File: src/rtl/inst_encoder_if.sv
// inst_encoder_if: request handshake between a loader sequencer and
// the instruction encoder (decoded fields in, ready back).
interface inst_encoder_if;
    logic        in_valid;
    logic        in_ready;
    logic [3:0]  op_sel;
    logic [4:0]  reg_dst;
    logic [4:0]  reg_s;
    logic [4:0]  reg_t;
    logic [4:0]  imme;
    logic [9:0]  imme_1;

    modport master (
        output in_valid,
        output op_sel,
        output reg_dst,
        output reg_s,
        output reg_t,
        output imme,
        output imme_1,
        input  in_ready
    );

    modport slave (
        input  in_valid,
        input  op_sel,
        input  reg_dst,
        input  reg_s,
        input  reg_t,
        input  imme,
        input  imme_1,
        output in_ready
    );
endinterface

File: src/rtl/inst_encoder.sv
// inst_encoder: packs decoded VMIPS fields into 32-bit words and writes
// them to consecutive instruction-memory addresses, one per request.
module inst_encoder #(
    parameter int DEPTH  = 8,
    parameter int ADDR_W = 3
) (
    input  logic              clk,
    input  logic              rst_n,
    input  logic              clear,
    inst_encoder_if.slave     req,
    output logic              imem_we,
    output logic [ADDR_W-1:0] imem_addr,
    output logic [31:0]       imem_wdata,
    output logic [ADDR_W:0]   count,
    output logic              full,
    output logic              done,
    output logic              illegal
);

    typedef enum logic [1:0] {
        S_IDLE = 2'd0,
        S_FILL = 2'd1,
        S_FULL = 2'd2
    } state_t;

    localparam logic [ADDR_W:0] LP_DEPTH = (ADDR_W+1)'(DEPTH);
    localparam logic [ADDR_W:0] LP_ONE   = (ADDR_W+1)'(1);

    localparam logic [3:0] OP_ADD  = 4'd0;
    localparam logic [3:0] OP_SUB  = 4'd1;
    localparam logic [3:0] OP_AND  = 4'd2;
    localparam logic [3:0] OP_OR   = 4'd3;
    localparam logic [3:0] OP_SLL  = 4'd4;
    localparam logic [3:0] OP_ADDI = 4'd5;
    localparam logic [3:0] OP_LW   = 4'd6;
    localparam logic [3:0] OP_SW   = 4'd7;

    state_t            r_state;
    state_t            w_state_nxt;
    logic              r_we;
    logic [ADDR_W-1:0] r_addr;
    logic [31:0]       r_wdata;
    logic [ADDR_W:0]   r_count;
    logic              r_full;
    logic              r_done;
    logic              r_illegal;

    logic              w_ready;
    logic              w_accept;
    logic              w_legal;
    logic              w_wr;
    logic [31:0]       w_wdata;
    logic [ADDR_W:0]   w_cnt_inc;
    logic              w_last;
    logic [15:0]       w_imm_sx;

    // ready drops combinationally during reset, clear, and once full
    assign w_ready     = rst_n && !clear && (r_state != S_FULL);
    assign req.in_ready = w_ready;
    assign w_accept    = req.in_valid && w_ready;
    assign w_wr        = w_accept && w_legal;
    assign w_cnt_inc   = r_count + LP_ONE;
    assign w_last      = (w_cnt_inc == LP_DEPTH);
    assign w_imm_sx    = {{6{req.imme_1[9]}}, req.imme_1};

    // pack the request fields into an instruction word; flag bad op_sel
    always_comb begin
        w_legal = 1'b1;
        w_wdata = 32'h0;
        unique case (req.op_sel)
            OP_ADD: w_wdata = {6'b000000, req.reg_s, req.reg_t,
                               req.reg_dst, 5'd0, 6'b100000};
            OP_SUB: w_wdata = {6'b000000, req.reg_s, req.reg_t,
                               req.reg_dst, 5'd0, 6'b100010};
            OP_AND: w_wdata = {6'b000000, req.reg_s, req.reg_t,
                               req.reg_dst, 5'd0, 6'b100100};
            OP_OR:  w_wdata = {6'b000000, req.reg_s, req.reg_t,
                               req.reg_dst, 5'd0, 6'b100101};
            OP_SLL: w_wdata = {6'b000000, 5'd0, req.reg_t,
                               req.reg_dst, req.imme, 6'b000000};
            OP_ADDI: w_wdata = {6'b001000, req.reg_s, req.reg_t,
                                w_imm_sx};
            OP_LW:  w_wdata = {6'b100011, req.reg_s, req.reg_t,
                               w_imm_sx};
            OP_SW:  w_wdata = {6'b101011, req.reg_s, req.reg_t,
                               w_imm_sx};
            default: w_legal = 1'b0;
        endcase
    end

    // state register
    always_ff @(posedge clk) begin
        if (!rst_n) begin
            r_state <= S_IDLE;
        end else begin
            r_state <= w_state_nxt;
        end
    end

    // next state: illegal requests never move the fill pointer
    always_comb begin
        w_state_nxt = r_state;
        if (clear) begin
            w_state_nxt = S_IDLE;
        end else begin
            unique case (r_state)
                S_IDLE: if (w_wr) w_state_nxt = w_last ? S_FULL : S_FILL;
                S_FILL: if (w_wr && w_last) w_state_nxt = S_FULL;
                S_FULL: w_state_nxt = S_FULL;
                default: w_state_nxt = S_IDLE;
            endcase
        end
    end

    // write port: one-cycle strobe carrying the word and its address
    always_ff @(posedge clk) begin
        if (!rst_n) begin
            r_we    <= 1'b0;
            r_addr  <= '0;
            r_wdata <= 32'h0;
            r_done  <= 1'b0;
        end else begin
            r_we   <= w_wr;
            r_done <= w_wr && w_last;
            if (w_wr) begin
                r_addr  <= r_count[ADDR_W-1:0];
                r_wdata <= w_wdata;
            end
        end
    end

    // fill counter, full flag and sticky illegal flag
    always_ff @(posedge clk) begin
        if (!rst_n) begin
            r_count   <= '0;
            r_full    <= 1'b0;
            r_illegal <= 1'b0;
        end else if (clear) begin
            r_count   <= '0;
            r_full    <= 1'b0;
            r_illegal <= 1'b0;
        end else begin
            if (w_wr) begin
                r_count <= w_cnt_inc;
                r_full  <= w_last;
            end
            if (w_accept && !w_legal) begin
                r_illegal <= 1'b1;
            end
        end
    end

    assign imem_we    = r_we;
    assign imem_addr  = r_addr;
    assign imem_wdata = r_wdata;
    assign count      = r_count;
    assign full       = r_full;
    assign done       = r_done;
    assign illegal    = r_illegal;

endmodule

File: src/flat_wrapper.sv
// flat-port wrapper written by rule: the top's interface ports become plain ports
module inst_encoder_flat 
#(
    parameter int DEPTH  = 8,
    parameter int ADDR_W = 3
)
  (clk, rst_n, clear, imem_we, imem_addr, imem_wdata, count, full, done, illegal, req_in_valid, req_op_sel, req_reg_dst, req_reg_s, req_reg_t, req_imme, req_imme_1, req_in_ready);
  inst_encoder_if req_i ();
  input  logic clk;
  input  logic rst_n;
  input  logic clear;
  output logic imem_we;
  output logic [ADDR_W-1:0] imem_addr;
  output logic [31:0] imem_wdata;
  output logic [ADDR_W:0] count;
  output logic full;
  output logic done;
  output logic illegal;
  input wire logic [$bits(req_i.in_valid)-1:0] req_in_valid;
  input wire logic [$bits(req_i.op_sel)-1:0] req_op_sel;
  input wire logic [$bits(req_i.reg_dst)-1:0] req_reg_dst;
  input wire logic [$bits(req_i.reg_s)-1:0] req_reg_s;
  input wire logic [$bits(req_i.reg_t)-1:0] req_reg_t;
  input wire logic [$bits(req_i.imme)-1:0] req_imme;
  input wire logic [$bits(req_i.imme_1)-1:0] req_imme_1;
  output wire logic [$bits(req_i.in_ready)-1:0] req_in_ready;
  assign req_i.in_valid = req_in_valid;
  assign req_i.op_sel = req_op_sel;
  assign req_i.reg_dst = req_reg_dst;
  assign req_i.reg_s = req_reg_s;
  assign req_i.reg_t = req_reg_t;
  assign req_i.imme = req_imme;
  assign req_i.imme_1 = req_imme_1;
  assign req_in_ready = req_i.in_ready;
  inst_encoder #(.DEPTH(DEPTH), .ADDR_W(ADDR_W)) u_core (.clk(clk), .rst_n(rst_n), .clear(clear), .req(req_i), .imem_we(imem_we), .imem_addr(imem_addr), .imem_wdata(imem_wdata), .count(count), .full(full), .done(done), .illegal(illegal));
endmodule
File: config.mk
export PLATFORM = sky130hd
export DESIGN_NAME = inst_encoder_flat
export DESIGN_NICKNAME = d
export VERILOG_FILES = /design/src/rtl/inst_encoder_if.sv /design/src/rtl/inst_encoder.sv /design/src/flat_wrapper.sv
export SDC_FILE = /design/constraint.sdc
export NUM_CORES = 1
export LEC_CHECK = 0
export CAP_MARGIN = 20
export CORE_MARGIN = 5
export CORE_UTILIZATION = 46
export CTS_BUF_LIST = sky130_fd_sc_hd__clkbuf_4 sky130_fd_sc_hd__clkbuf_8
export DETAILED_ROUTE_END_ITERATION = 10
export PLACE_DENSITY = 0.88
export SLEW_MARGIN = 20
export SYNTH_ARGS = -nofsm -noshare
export SYNTH_HDL_FRONTEND = slang
export SYNTH_SLANG_ARGS = --single-unit
File: constraint.sdc
create_clock -name clk -period 3 [get_ports clk]
set_clock_uncertainty 0.05 [all_clocks]
set_input_delay 0.45 -clock clk [delete_from_list [all_inputs] [get_ports clk]]
set_output_delay 0.45 -clock clk [all_outputs]
set_load 0.01 [all_outputs]
==> results of run 1 <==
[worst max-delay path, stage by stage, from the launching register on]
cell                      delay [ps]
sky130_fd_sc_hd__dfxtp_1         410
sky130_fd_sc_hd__inv_1            90
sky130_fd_sc_hd__ha_1            220
sky130_fd_sc_hd__nor2b_1         380
sky130_fd_sc_hd__nand2_4         280
sky130_fd_sc_hd__inv_2           360
sky130_fd_sc_hd__buf_4           250
sky130_fd_sc_hd__xnor2_1         130
sky130_fd_sc_hd__nor2_1           50
[metal layers]
layer	up-vias	global-route usage (%)	wire, microns
met5	-	0	0
met4	0	6.47	88
met3	10	7.62	434
met2	68	29.6	2220
met1	753	20.7	1880
li1	848	-	-
[flip-flops by register name, summed over array words and instances, names as in the netlist]
register / count
u_core.imem_we: 1
u_core.done: 1
u_core.imem_wdata: 28
u_core.illegal: 1
u_core.count: 4
u_core.r_state: 2
u_core.full: 1
u_core.imem_addr: 3
[stage by stage]
step                setup WS [ps]  total power, uW  hold WS (ps)
floorplan                    1190              624           425
global placement              468              705           389
detailed placement            406              706           402
CTS                           656             1050           418
global route                  428             1090           438
finish                        676             1050           412
[path summary, 6_finish.rpt]
check,startpoint,endpoint,slack [ps]
setup / recovery,u_core.r_state[0],u_core.count[0],680
hold / removal,u_core.imem_wdata[2],u_core.imem_wdata[2],410
setup reg to reg,u_core.r_state[0],u_core.count[0],680
hold reg to reg,u_core.imem_wdata[2],u_core.imem_wdata[2],410
[power groups by stage]
stage          Clock [uW]  Combinational (uW)  Sequential [uW]
4_1_cts               353                 137              558
3_5_place_dp            0                 136              571
6_report              354                 136              558
3_3_place_gp            0                 134              571
5_1_grt               385                 146              559
2_1_floorplan           0                49.9              574
[kinds of logic after synthesis]
group	Yosys count	synth area share, %
other	1	0.210
DFF	41	46.0
muxes	5	3.01
AOI/OAI and AO/OA	53	20.6
xor gates and xnor gates	3	1.47
adders and majority gates	5	3.50
buffers and inverters	21	5.61
and+or+nand+nor	73	19.6
[synthesized netlist by cell type, types with 2 or more instances]
| cell type | instances | area, sq um |
|---|---|---|
| sky130_fd_sc_hd__dfxtp_1 | 41 | 821 |
| sky130_fd_sc_hd__nand2_1 | 35 | 131 |
| sky130_fd_sc_hd__a21oi_1 | 17 | 85.1 |
| sky130_fd_sc_hd__a21boi_0 | 13 | 97.6 |
| sky130_fd_sc_hd__nand3_1 | 12 | 60.1 |
| sky130_fd_sc_hd__nor2_1 | 9 | 33.8 |
| sky130_fd_sc_hd__o21ai_0 | 8 | 40.0 |
| sky130_fd_sc_hd__clkbuf_1 | 7 | 26.3 |
| sky130_fd_sc_hd__inv_1 | 6 | 22.5 |
| sky130_fd_sc_hd__a32o_1 | 5 | 50.1 |
| sky130_fd_sc_hd__buf_4 | 5 | 37.5 |
| sky130_fd_sc_hd__ha_1 | 5 | 62.6 |
| sky130_fd_sc_hd__nor2b_1 | 5 | 31.3 |
| sky130_fd_sc_hd__mux2_2 | 3 | 33.8 |
| sky130_fd_sc_hd__nand2b_1 | 3 | 18.8 |
| sky130_fd_sc_hd__a22oi_1 | 2 | 15.0 |
| sky130_fd_sc_hd__buf_2 | 2 | 10.0 |
| sky130_fd_sc_hd__mux2i_1 | 2 | 20.0 |
| sky130_fd_sc_hd__xor2_1 | 2 | 17.5 |
[area by class of cell]
class                      instances  area (sq um)
tap                               48          60.1
fill                             286          1030
inverter                           7          26.3
clock buffer                       5          68.8
multi-input combinational        141           868
timing repair buffer              83           821
sequential                        41           821
clock inverter                     3          17.5
[cell usage in the layout, fill, tap and decap left out, types with 4 or more instances in the layout]
master,instances
sky130_fd_sc_hd__nand3_1,12
sky130_fd_sc_hd__dfxtp_1,41
sky130_fd_sc_hd__a21boi_0,13
sky130_fd_sc_hd__o21ai_0,8
sky130_fd_sc_hd__nor2_1,9
sky130_fd_sc_hd__a32o_1,5
sky130_fd_sc_hd__a21oi_1,17
sky130_fd_sc_hd__ha_1,5
sky130_fd_sc_hd__nor2b_1,5
sky130_fd_sc_hd__inv_1,6
sky130_fd_sc_hd__clkdlybuf4s50_1,79
sky130_fd_sc_hd__nand2_1,35
sky130_fd_sc_hd__buf_4,4
sky130_fd_sc_hd__clkbuf_8,5
==> impl_metrics.toml, run 1 <==
[detailed_routing]
route.vias.total = 1679
remaining_drc_errors = 0
drt_wl_total_mm = 4.62
detailedRoute.firstPassIterationCount = 4
drtAntennaViolNets = 0
detail_route.wl_per_cell_microns = 14.1
avgViaCountPerCell = 5.12
dr.first_iter.drc_count = 72

[floorplan]
row_count = 22
die-width_microns = 72.3
top_level_ports = 82
die_area_sq_mm = 0.00523
die_y_microns = 72.3
starting_density_of_the_core_pct = 48.0
core_sq_mm = 0.00372

[worst_setup_path]
worst_setup_path_start_kind = "flop"
arrival_time_of_the_worst_setup_path_ps = 2460
critical_path_required_ps = 3130
worst-path-max-fanout = 28
endpoint_kind = "flop"
reg2regPathDepth = 8
path_class = "reg2reg"

[grt]
grt-ovfl-total = 0
track_usage_pct = 17.9
number_of_global_route_vias_before_repair = 1640
grt_first_pass_wirelength_mm = 7.43
number_of_antenna_violations_at_the_first_check_in_global_routing = 0
maximum_number_of_pins_on_one_net_before_global_route_repair = 29

[clock_network]
cts-htree-levels = 2
clock_latency_of_the_later_clocked_register_in_the_worst_skew_pair_ps = 290
clock-sinks = 41
cts_tree = "yes"
cts_root_buf = "sky130_fd_sc_hd__clkbuf_8"
cts_hold_buffers = 0
cts_resized = 0
post_cts_buffers = 0
cts.path.max_buffers = 2
numCtsBuffers = 5
path_clk_slew_ps = 80

[timing]
totalNegativeSetupSlack_ps = 0
rsz0062_at_grt = "false"
worst-slew-pin-transition_ps = 599
timing.final.hold_violations = 0
fmax_mhz = 430
timing.final.setup_violations = 0
max-slew-margin-rel_pct = 59.8
count_of_final_max_slew_check_failures = 0
final.period_utilization_pct = 77.5
period_minus_slack_ps = 2320

[logic_synthesis]
synth_edf_count = 0
ys.flop_type = "sky130_fd_sc_hd__dfxtp_1"
ys_seq_area_share_pct = 46.0
netlist_instances = 202
synth.distinct_cells = 39
syn_area_sq_mm = 0.00179
ys_warn_count = 0
synthArstFlopShare_pct = 0
synthesis.area_per_instance_sq_um = 8.84
synth-seq-cells = 41

[min_path]
worst_hold_path_type = "reg2reg"
worst_hold_path.num_cells = 2

[placed_design]
dp.cells = 320
half_perimeter_wire_length_after_placement_mm = 3.47
count_of_buffers_from_port_buffering = 79
postPlaceCellArea_sq_mm = 0.00260
place.gp.congestion = 0.735

[pwr]
net_switching_power_uw = 253
power_report.internal_total_uw = 794
static-leakage-power_uw = 0.000993
combPwrFrac_pct = 13.0
power.share.sequential_pct = 53.3
vdd.ir_drop.worst_mv = 0.304
power.share.clock_pct = 33.8
switching_share_pct = 24.2
power_density_mw_per_mm2 = 390

[final_layout]
final_layout_size_suffix_gt1_share_pct = 7.86
final_net_count = 322
final_cells = 328
final_core_util_pct = 72.2
antenna_cells = 0
areaGrowthSynthToFinish_pct = 50.2
layout.cell_area.non_filler_sq_mm = 0.00268

[flow_run]
drv_cap = 0

[status]
outcome = "complete, no violations"
No activity file was read; power rests on OpenSTA's default activity.
==> run 2: changes to the inputs <==
--- a/config.mk
+++ b/config.mk
@@ -7,10 +7,10 @@
 export LEC_CHECK = 0
 export CAP_MARGIN = 20
 export CORE_MARGIN = 5
-export CORE_UTILIZATION = 46
+export CORE_UTILIZATION = 42
 export CTS_BUF_LIST = sky130_fd_sc_hd__clkbuf_4 sky130_fd_sc_hd__clkbuf_8
 export DETAILED_ROUTE_END_ITERATION = 10
-export PLACE_DENSITY = 0.88
+export PLACE_DENSITY = 0.81
 export SLEW_MARGIN = 20
 export SYNTH_ARGS = -nofsm -noshare
 export SYNTH_HDL_FRONTEND = slang
==> constraint.sdc (replaced) <==
create_clock -name clk -period 2.25 [get_ports clk]
set_clock_uncertainty 0.05 [all_clocks]
set_input_delay 0.3375 -clock clk [delete_from_list [all_inputs] [get_ports clk]]
set_output_delay 0.3375 -clock clk [all_outputs]
set_load 0.01 [all_outputs]
==> impl_metrics.toml, run 2 (synthesized netlist as in run 1, its figures left out) <==
[timing]
final.period_utilization_pct = 89.8
rsz0062_at_grt = "false"
fmax_mhz = 495
count_of_final_max_slew_check_failures = 0
timing.final.setup_violations = 0
period_minus_slack_ps = 2020
timing.final.ws_setup_ps = 230
totalNegativeSetupSlack_ps = 0
timing.final.hold_violations = 0

[detailed_routing]
avgViaCountPerCell = 5.16
drtAntennaViolNets = 0
detailedRoute.firstPassIterationCount = 5
detail_route.wl_per_cell_microns = 13.8
drt_wl_total_mm = 4.61
dr.first_iter.drc_count = 98
remaining_drc_errors = 0
route.vias.total = 1725

[grt]
grt-ovfl-total = 0
number_of_antenna_violations_at_the_first_check_in_global_routing = 0
track_usage_pct = 17.3
grt_first_pass_wirelength_mm = 7.45
maximum_number_of_pins_on_one_net_before_global_route_repair = 31
number_of_global_route_vias_before_repair = 1631

[final_layout]
areaGrowthSynthToFinish_pct = 52.2
max_ffs_per_register = 28
antenna_cells = 0
final_core_util_pct = 67.0
final_net_count = 328
multiInputGateArea_sq_um = 868
mostFrequentLayoutCells = "sky130_fd_sc_hd__clkdlybuf4s50_1, sky130_fd_sc_hd__dfxtp_1, sky130_fd_sc_hd__nand2_1"
final_layout_size_suffix_gt1_share_pct = 9.15
final_common_cell = "sky130_fd_sc_hd__clkdlybuf4s50_1"
num-fill-cells = 362
layout.area.seq_sq_um = 821
final_cells = 334

[floorplan]
top_level_ports = 82
starting_density_of_the_core_pct = 44.0
row_count = 23
core_sq_mm = 0.00406
die-width_microns = 75.2
die_area_sq_mm = 0.00566
die_y_microns = 75.2

[pwr]
power_density_mw_per_mm2 = 502
vdd.ir_drop.worst_mv = 0.311
static-leakage-power_uw = 0.00102

[clock_network]
path_clk_slew_ps = 70
cts-htree-levels = 2
cts_tree = "yes"
numCtsBuffers = 5
post_cts_buffers = 0
cts_root_buf = "sky130_fd_sc_hd__clkbuf_8"
clock_latency_of_the_later_clocked_register_in_the_worst_skew_pair_ps = 280
cts_hold_buffers = 0
cts_resized = 0
clock-sinks = 41
cts.path.max_buffers = 2

[placed_design]
detailedPlace.worstSlack_ps = 133
place.gp.congestion = 0.814
dp.cells = 328
count_of_buffers_from_port_buffering = 79
half_perimeter_wire_length_after_placement_mm = 3.57

[min_path]
worstHoldStart = "u_core.imem_wdata[2]"
worst_hold_path_type = "reg2reg"

[flow_run]
drv_cap = 0

[worst_setup_path]
critical_path_required_ps = 1860
worst-path-max-fanout = 2
worst_setup_path_start_kind = "input pin"
arrival_time_of_the_worst_setup_path_ps = 1630
path_class = "in2out"
crit_path_start = "clear"
critical_path.reg2reg.startpoint = "u_core.r_state[0]"
endpoint_kind = "output port"

[status]
outcome = "complete, no violations"
[run 2: final timing paths]
kind	end	slack [ps]	cells past startpoint
worst max register to register	u_core.imem_wdata[2]	400	6
worst min-delay path	u_core.imem_wdata[2]	410	2
worst min register to register	u_core.imem_wdata[2]	410	2
worst max-delay path	req_in_ready	230	4
[run 2: cell type report]
class	instances	share of cell area, %
Inverter	7	0.967
Sequential cell	41	30.2
Tap cell	50	2.30
Timing Repair Buffer	89	31.9
Clock buffer	5	2.53
Clock inverter	1	0.184
Multi-Input combinational cell	141	32.0
[run 2: per-layer routing]
| layer | track usage [%] | wire length (microns) |
|---|---|---|
| met5 | 0 | 0 |
| met3 | 7.21 | 451 |
| met2 | 28.9 | 2170 |
| met4 | 5.63 | 59 |
| met1 | 20.1 | 1930 |
[run 2: power breakdown]
part	internal [uW]	switching, uW	total, uW
Combinational	111	74.6	186
Sequential	737	6.82	744
Clock	204	229	433
Total	1050	311	1360
[run 2: through the flow]
stage / hold slack [ps] / total power [uW] / instance area [sq um]
CTS: 412 / 1370 / 2720
finish: 408 / 1360 / 2720
floorplan: 410 / 832 / 1790
global route: 446 / 1420 / 2720
global placement: 397 / 945 / 2640
detailed placement: 401 / 948 / 2640
[run 2: critical path, cell delays in order]
cell and delay, ps:
sky130_fd_sc_hd__clkdlybuf4s50_1 470, sky130_fd_sc_hd__nand2b_1 200, sky130_fd_sc_hd__nor2_1 90, sky130_fd_sc_hd__clkdlybuf4s50_1 540
==> run 3: changes to the inputs <==
==> constraint.sdc (replaced) <==
create_clock -name clk -period 1.9 [get_ports clk]
set_clock_uncertainty 0.05 [all_clocks]
set_input_delay 0.285 -clock clk [delete_from_list [all_inputs] [get_ports clk]]
set_output_delay 0.285 -clock clk [all_outputs]
set_load 0.01 [all_outputs]
==> impl_metrics.toml, run 3 (synthesized netlist as in run 1, its figures left out) <==
[min_path]
worstHoldStart = "u_core.imem_wdata[3]"
min_delay_worst_endpoint = "u_core.imem_wdata[3]"
worst_hold_path.num_cells = 2
worst_hold_path_type = "reg2reg"

[grt]
grt-ovfl-total = 0
track_usage_pct = 17.1
maximum_number_of_pins_on_one_net_before_global_route_repair = 32
grt_first_pass_wirelength_mm = 7.45
number_of_antenna_violations_at_the_first_check_in_global_routing = 0
number_of_global_route_vias_before_repair = 1592

[placed_design]
dp.cells = 335
count_of_buffers_from_port_buffering = 79
place.gp.congestion = 0.777
half_perimeter_wire_length_after_placement_mm = 3.51

[pwr]
combPwrFrac_pct = 13.6
power_report.internal_total_uw = 1320
power.share.clock_pct = 34.4
power.share.sequential_pct = 52.0
power_density_mw_per_mm2 = 604
power.total_uw = 1690
switching_share_pct = 22.3
vdd.ir_drop.worst_mv = 0.445
net_switching_power_uw = 377
static-leakage-power_uw = 0.00107

[timing]
timing.final.hold_violations = 0
count_of_final_max_slew_check_failures = 0
rsz0062_at_grt = "false"
final.period_utilization_pct = 89.6
fmax_mhz = 588
period_minus_slack_ps = 1700
timing.final.setup_violations = 0

[clock_network]
cts_root_buf = "sky130_fd_sc_hd__clkbuf_8"
cts_hold_buffers = 0
cts-htree-levels = 2
clock_latency_of_the_later_clocked_register_in_the_worst_skew_pair_ps = 290
cts_tree = "yes"
numCtsBuffers = 5
cts.path.max_buffers = 2
post_cts_buffers = 0
path_clk_slew_ps = 80
cts_resized = 2
clock-sinks = 41

[worst_setup_path]
worst_setup_path_start_kind = "flop"
critical_path.reg2reg.endpoint = "u_core.imem_wdata[2]"
critical_path_required_ps = 2070
timing.critical_path.buf_inv = 1
path_class = "reg2reg"
crit_path_start = "u_core.r_state[0]"
endpoint_kind = "flop"
critical_path.reg2reg.startpoint = "u_core.r_state[0]"
critical_path.top_delay_family = "simple AND/OR/NAND/NOR gates"
arrival_time_of_the_worst_setup_path_ps = 1870
worst_path_largest_cell_delay_ps = 500
worst-path-max-fanout = 6
r2r_setup_slack_ps = 200
reg2regPathDepth = 6
crit_path_top_delay_cell = "sky130_fd_sc_hd__or4_1"
worstPathCellList = "inv_1 > ha_1 > nor2b_2 > nand2_4 > or4_1 > a21boi_1"

[final_layout]
mostFrequentLayoutCells = "sky130_fd_sc_hd__clkdlybuf4s50_1, sky130_fd_sc_hd__dfxtp_1, sky130_fd_sc_hd__nand2_1"
final_common_cell = "sky130_fd_sc_hd__clkdlybuf4s50_1"
max_ffs_per_register = 28
antenna_cells = 0
areaGrowthSynthToFinish_pct = 56.9
final_net_count = 335
layout.area.seq_sq_um = 822
final_cells = 342
num-fill-cells = 348
multiInputGateArea_sq_um = 871
final_layout_size_suffix_gt1_share_pct = 12.3

[detailed_routing]
detail_route.wl_per_cell_microns = 13.6
route.vias.total = 1699
avgViaCountPerCell = 4.97
drtAntennaViolNets = 0
detailedRoute.firstPassIterationCount = 4
dr.first_iter.drc_count = 91
remaining_drc_errors = 0
drt_wl_total_mm = 4.64

[status]
outcome = "complete, no violations"

[floorplan]
die_area_sq_mm = 0.00566
die_y_microns = 75.2
top_level_ports = 82
core_sq_mm = 0.00406
starting_density_of_the_core_pct = 44.0
die-width_microns = 75.2
row_count = 23

[flow_run]
drv_cap = 0
## run 3: per-layer routing
layer	GRT usage, %	vias to the layer above	wire, microns
met3	7.61	6	486
met2	27.3	58	2100
met4	4.66	0	42
met1	20.9	766	2010
met5	0	-	0
li1	-	869	-
## run 3: power groups by stage
stage	clock network (uW)	logic, uW	registers [uW]
finish	582	230	881
global placement	0	229	900
floorplan	0	78.8	907
global route	637	250	883
CTS	600	231	881
detailed placement	0	231	901
## run 3: through the flow
stage	hold WS (ps)	instance area [sq um]	worst slack, ps	setup TNS [ps]	utilization (%)
global placement	393	2710	-44.1	-85.6	66.8
finish	407	2800	198	0	69.0
floorplan	358	1790	94.4	0	-
global route	436	2800	68.3	0	69.0
CTS	413	2800	134	0	69.0
detailed placement	403	2710	-70.0	-201	66.8
## run 3: area by class of cell
class,count,share of cell area (%)
inverters,7,0.938
flip-flops and latches,41,29.3
repair buffers,96,33.2
multi-input cells,141,31.1
well taps,50,2.23
clock buffers,7,3.22
## run 3: tightest hold or removal path, stage by stage (launching register included)
cell	delay, ps
sky130_fd_sc_hd__dfxtp_1	310
sky130_fd_sc_hd__nand3_1	60
sky130_fd_sc_hd__nand2_1	50
## run 3: worst max-delay path by stage
stage,end,slack [ps],depth (start not counted)
floorplan,u_core.imem_wdata[2],90,6
global placement,u_core.imem_wdata[2],-40,5
detailed placement,u_core.imem_wdata[2],-70,5
CTS,u_core.imem_wdata[2],130,6
global route,u_core.imem_wdata[6],70,8
finish,u_core.imem_wdata[2],200,6
